<file path="src/rtl/slt_serial_cmp.sv">
`default_nettype none
// ============================================================================
// Module      : slt_serial_cmp
// Description : Multi-cycle set-less-than unit. The operands are subtracted
//               four bits per cycle, least-significant nibble first, as
//               x + ~y + 1 with the carry chained between cycles. The result
//               is a corrected signed less-than flag plus the signed-overflow
//               flag of x - y. Valid/ready handshake on input and output.
// Revision    : 1.0 - initial release
// ----------------------------------------------------------------------------
// Parameters
//   WIDTH      operand width, multiple of 4 (NSLICE = WIDTH/4 slice cycles)
// Ports
//   clk        clock, rising edge
//   rst_n      asynchronous active-low reset
//   in_valid   operand pair valid          in_ready   unit can accept a pair
//   x, y       operands, two's complement
//   out_valid  result valid                out_ready  consumer takes result
//   set        x < y                       overflow   signed overflow of x - y
//   busy       unit is in RUN or DONE
//   uns        (SLT_UNSIGNED_EN only) 1 = unsigned compare, sampled on accept
// Configuration
//   SLT_UNSIGNED_EN  when defined, adds the uns port and the unsigned mode
// Timing
//   Accept on edge E0, slices processed on E1..E(NSLICE), out_valid rises on
//   E(NSLICE+1) and holds until out_ready is seen.
// ============================================================================
module slt_serial_cmp #(
  parameter int WIDTH = 32
) (
  input  logic             clk,
  input  logic             rst_n,
  input  logic             in_valid,
  output logic             in_ready,
  input  logic [WIDTH-1:0] x,
  input  logic [WIDTH-1:0] y,
  output logic             out_valid,
  input  logic             out_ready,
  output logic             set,
  output logic             overflow,
  output logic             busy
`ifdef SLT_UNSIGNED_EN
  ,
  input  logic             uns
`endif
);

  localparam int NSLICE = WIDTH / 4;
  localparam int IDXW   = (NSLICE > 1) ? $clog2(NSLICE) : 1;
  localparam logic [IDXW-1:0] LAST_IDX = IDXW'(NSLICE - 1);

  typedef enum logic [1:0] {
    S_IDLE = 2'd0,
    S_RUN  = 2'd1,
    S_DONE = 2'd2
  } state_t;

  // --------------------------------------------------------------------------
  // State
  // --------------------------------------------------------------------------
  state_t           state_q,     state_d;
  logic [IDXW-1:0]  idx_q,       idx_d;
  logic             carry_q,     carry_d;
  logic [WIDTH-1:0] xa_q,        xa_d;
  logic [WIDTH-1:0] yb_q,        yb_d;
  logic             msb_q,       msb_d;
  logic             ovf_q,       ovf_d;
  logic             out_valid_q, out_valid_d;
  logic             set_q,       set_d;
  logic             overflow_q,  overflow_d;
`ifdef SLT_UNSIGNED_EN
  logic             uns_q,       uns_d;
`endif

  // --------------------------------------------------------------------------
  // 4-bit subtract slice on the nibble selected by idx_q
  // --------------------------------------------------------------------------
  logic [3:0] x_nib;
  logic [3:0] y_nib;
  logic [4:0] sum5;
  logic [3:0] low4;
  logic       c_into_3;
  logic       c_out;

  always_comb begin
    x_nib    = xa_q[idx_q*4 +: 4];
    y_nib    = yb_q[idx_q*4 +: 4];
    sum5     = {1'b0, x_nib} + {1'b0, y_nib} + {4'b0000, carry_q};
    // Sum of the low three bits only; its bit 3 is the carry into bit 3,
    // needed for the overflow flag on the most-significant slice.
    low4     = {1'b0, x_nib[2:0]} + {1'b0, y_nib[2:0]} + {3'b000, carry_q};
    c_into_3 = low4[3];
    c_out    = sum5[4];
  end

  // --------------------------------------------------------------------------
  // Next-state logic
  // --------------------------------------------------------------------------
  always_comb begin
    state_d     = state_q;
    idx_d       = idx_q;
    carry_d     = carry_q;
    xa_d        = xa_q;
    yb_d        = yb_q;
    msb_d       = msb_q;
    ovf_d       = ovf_q;
    out_valid_d = out_valid_q;
    set_d       = set_q;
    overflow_d  = overflow_q;
`ifdef SLT_UNSIGNED_EN
    uns_d       = uns_q;
`endif

    case (state_q)
      S_IDLE: begin
        if (in_valid) begin
          // Store ~y so the slice only ever adds; the +1 enters as carry-in.
          xa_d    = x;
          yb_d    = ~y;
          carry_d = 1'b1;
          idx_d   = '0;
          state_d = S_RUN;
`ifdef SLT_UNSIGNED_EN
          uns_d   = uns;
`endif
        end
      end

      S_RUN: begin
        carry_d = c_out;
        if (idx_q == LAST_IDX) begin
          // idx stays at the last slice; it is only cleared on accept.
          msb_d   = sum5[3];
          ovf_d   = c_into_3 ^ c_out;
          state_d = S_DONE;
        end else begin
          idx_d = idx_q + 1'b1;
        end
      end

      S_DONE: begin
        if (!out_valid_q) begin
          // First DONE cycle: publish the result. carry_q now holds the
          // final carry-out of the whole subtraction.
          out_valid_d = 1'b1;
`ifdef SLT_UNSIGNED_EN
          if (uns_q) begin
            set_d      = ~carry_q;
            overflow_d = 1'b0;
          end else begin
            set_d      = msb_q ^ ovf_q;
            overflow_d = ovf_q;
          end
`else
          set_d      = msb_q ^ ovf_q;
          overflow_d = ovf_q;
`endif
        end else if (out_ready) begin
          out_valid_d = 1'b0;
          set_d       = 1'b0;
          overflow_d  = 1'b0;
          state_d     = S_IDLE;
        end
      end

      default: begin
        state_d = S_IDLE;
      end
    endcase
  end

  // --------------------------------------------------------------------------
  // Registers
  // --------------------------------------------------------------------------
  always_ff @(posedge clk or negedge rst_n) begin
    if (!rst_n) begin
      state_q     <= S_IDLE;
      idx_q       <= '0;
      carry_q     <= 1'b0;
      xa_q        <= '0;
      yb_q        <= '0;
      msb_q       <= 1'b0;
      ovf_q       <= 1'b0;
      out_valid_q <= 1'b0;
      set_q       <= 1'b0;
      overflow_q  <= 1'b0;
`ifdef SLT_UNSIGNED_EN
      uns_q       <= 1'b0;
`endif
    end else begin
      state_q     <= state_d;
      idx_q       <= idx_d;
      carry_q     <= carry_d;
      xa_q        <= xa_d;
      yb_q        <= yb_d;
      msb_q       <= msb_d;
      ovf_q       <= ovf_d;
      out_valid_q <= out_valid_d;
      set_q       <= set_d;
      overflow_q  <= overflow_d;
`ifdef SLT_UNSIGNED_EN
      uns_q       <= uns_d;
`endif
    end
  end

  // --------------------------------------------------------------------------
  // Outputs: all derived directly from flops
  // --------------------------------------------------------------------------
  assign in_ready  = (state_q == S_IDLE);
  assign busy      = (state_q != S_IDLE);
  assign out_valid = out_valid_q;
  assign set       = set_q;
  assign overflow  = overflow_q;

endmodule
`default_nettype wire

</file>
<file path="config.mk">
export PLATFORM = sky130hd
export DESIGN_NAME = slt_serial_cmp
export DESIGN_NICKNAME = d
export VERILOG_FILES = /design/src/rtl/slt_serial_cmp.sv
export SDC_FILE = /design/constraint.sdc
export NUM_CORES = 1
export LEC_CHECK = 0
export CORE_AREA = 2 2 112 71
export DETAILED_ROUTE_END_ITERATION = 16
export DIE_AREA = 0 0 114 73
export GPL_TIMING_DRIVEN = 1
export PLACE_DENSITY = 0.79
export SLEW_MARGIN = 20
export SYNTH_ARGS = -nofsm -noshare
export SYNTH_HDL_FRONTEND = slang
export SYNTH_SLANG_ARGS = --single-unit
</file>
<file path="constraint.sdc">
create_clock -name clk -period 3.1 [get_ports clk]
set_input_delay 0.465 -clock clk [delete_from_list [all_inputs] [get_ports clk]]
set_output_delay 0.465 -clock clk [all_outputs]
set_load 0.1 [all_outputs]
</file>
==> results.py <==
metrics = {
    "pwr": {
        "pwr_density_cell_nw_per_um2": 1070,
        "peakVddDrop_v": 0.000455,
        "power.total_mw": 5.06,
        "p_leak_nw": 2.20,
    },
    "die": {
        "die_y_microns": 73,
        "io_pins": 73,
        "std_cell_rows": 25,
        "core_area_sq_um": 7440,
        "fp.dieW_microns": 114,
        "dieArea_sq_um": 8320,
        "initial_core_util_pct": 49.8,
    },
    "global_routing": {
        "grt_max_degree": 76,
        "grt_pass1_vias": 2418,
        "antenna_found_initial": 0,
        "grt-ovfl-total": 0,
        "globalRouteTotalUtil_pct": 20.3,
        "grt_first_pass_wirelength_microns": 12500,
    },
    "layout": {
        "seqCellArea_sq_um": 1880,
        "area_growth_pct": 27.3,
        "fin_nets": 407,
        "final_util_pct": 63.3,
        "most-common-layout-cells": "dfrtp_1 (75), clkdlybuf4s50_1 (66), nand2_1 (35), mux2_4 (32), o21ai_0 (24)",
        "final_layout_size_suffix_gt1_share_pct": 19.5,
        "final_common_cell": "dfrtp_1",
        "diodes": 0,
        "multi_input_area_sq_um": 1650,
        "layout.cells.non_filler": 432,
        "fill_cells": 576,
    },
    "timing": {
        "setup_tns_ns": 0,
        "finClkSkew_ns": 0.00875,
        "fin_ws_ns": 0.309,
        "finalHoldViolCount": 0,
        "final_max_slew_viol_count": 0,
        "fmax_mhz": 358,
        "fin_crit_sh_pct": 90.0,
        "worstMarginPinSlew_ns": 0.942,
        "rsz0062_at_grt": "false",
        "worst_slew_margin_rel_pct": 37.2,
        "timing.final.crit_period_ns": 2.79,
        "setup_viol": 0,
    },
    "cts": {
        "cts_tree": "built",
        "holdBufCountCts": 0,
        "cts_resized": 0,
        "insertion_delay_ns": 0.34,
        "numCtsBuffers": 9,
        "ctsRootBufferMaster": "clkbuf_16",
        "htreeDepth": 3,
        "clock_sinks": 75,
        "path_clk_slew_ns": 0.06,
        "post_cts_buffers": 0,
        "cts_buffer_depth": 2,
    },
    "setup_path": {
        "cp-end-kind": "flip-flop",
        "critPathKind": "reg2reg",
        "path_max_fanout": 19,
        "startpoint": "idx_q[0]$_DFFE_PN0P_",
        "cp.arrival_ns": 3.02,
        "ff2ff_setup_slack_ns": 0.31,
        "worstPathRequired_ns": 3.33,
        "startpoint_type": "flip-flop",
        "r2r-start": "idx_q[0]$_DFFE_PN0P_",
    },
    "synth": {
        "yosysSeqAreaShare_pct": 50.7,
        "synth_warnings": 0,
        "netlist_area_sq_um": 3700,
        "syn_nets": 341,
        "syn_inst": 267,
        "ys_ff_latch": 75,
        "synth_cell_types": 33,
        "synth.area.top_cells": "dfrtp_1 (51%), mux2_4 (13%), mux4_1 (11%)",
        "avgSynthCellArea_sq_um": 13.9,
        "synth_top_area_share_pct": 50.7,
        "yosysTopAreaCell": "dfrtp_1",
    },
    "placement": {
        "gp_congestion": 0.837,
        "dp.cells": 416,
        "place_hpwl_microns": 5360,
        "dp_slack_ns": 0.455,
        "io_buffers": 72,
    },
    "route": {
        "drt-total-wl_microns": 7760,
        "drt_iter0_markers": 122,
        "antenna_left": 0,
        "viasPerCell": 5.42,
        "dr_total_vias": 2340,
        "first_pass_iters": 4,
        "wire_per_inst_microns": 18.0,
        "drc": 0,
    },
    "hold_path": {
        "worst_hold_path_type": "in2async",
    },
    "run": {
        "cap_violations": 0,
    },
    "outcome": {
        "outcome": "completed",
    },
}
==> final timing paths <==
check / to / depth (start not counted)
worst max register to register: carry_q$_DFFE_PN0P_ / 7
worst min-delay path: xa_q[22]$_DFFE_PN0P_ / 1
worst min register to register: yb_q[17]$_DFFE_PN0P_ / 2
max in group asynchronous: set$_DFFE_PN0P_ / 1
worst max-delay path: carry_q$_DFFE_PN0P_ / 7
min in group clk: yb_q[17]$_DFFE_PN0P_ / 2
==> sequential cells by signal (all words and copies together), names as in the netlist <==
signal     count
xa_q          32
yb_q          32
idx_q          3
state_q        2
carry_q        1
msb_q          1
out_valid      1
overflow       1
ovf_q          1
set            1
==> cells in the mapped netlist <==
cell type / instances
o21bai_1: 1
nand3b_1: 2
nor2_1: 3
or2_2: 1
mux4_1: 16
a22o_1: 6
mux2_2: 9
nor2b_1: 2
mux2_4: 32
or4_1: 1
a211oi_1: 1
buf_6: 12
a32oi_1: 1
nand3_1: 1
nor3_1: 1
o2111ai_1: 2
o21ai_0: 24
nor4b_1: 2
a22o_2: 1
o21ai_1: 12
buf_1: 1
xor2_1: 1
inv_1: 6
buf_2: 1
nand2_1: 35
and3b_1: 1
or3b_1: 1
dfrtp_1: 75
and2_1: 1
ha_1: 6
clkbuf_1: 5
nor3b_1: 1
mux2i_1: 3
==> cells by family after synthesis <==
group	count (synthesis)	synth area share, %
flops	75	50.7
buf+inv	25	5.00
simple gates	52	6.55
compound gates	48	7.67
fa+ha+maj	6	2.03
xor+xnor	1	0.236
mux	60	27.9
==> power by group <==
group	internal [mW]	switching [mW]	total, mW
Clock	0.727	0.393	1.12
Combinational	1.18	0.935	2.12
Sequential	1.45	0.369	1.82
Total	3.36	1.70	5.06
==> layout make-up <==
cell class	instances	share of cell area [%]
clock inverters	4	1.57
multi-input cells	167	34.9
inverters	6	0.478
clock buffers	12	5.23
repair buffers	74	15.5
well taps	94	2.49
flip-flops and latches	75	39.8
==> worst max-delay path, cell delays in order (launching register included) <==
cell and delay (ns):
dfrtp_1 0.32, buf_4 0.28, mux4_1 0.61, mux2_2 0.30, ha_1 0.33, a211oi_1 0.51, o21ai_0 0.19, and2_1 0.16
==> layer usage <==
metal  global-route usage (%)  routed length (microns)  up-vias
li1                         -                        -     1106
met1                     27.3                     3560     1142
met2                     31.4                     3590       79
met3                     6.15                      491       13
met4                     8.13                      121        0
met5                        0                        0        -
==> stage by stage <==
step                instance area (sq um)  hold WS (ns)
floorplan                            3700         0.169
global placement                     4400         0.458
detailed placement                   4400         0.472
CTS                                  4720         0.307
global route                         4720         0.351
finish                               4720         0.253
Note: power is estimated with default switching activity, not from simulation.
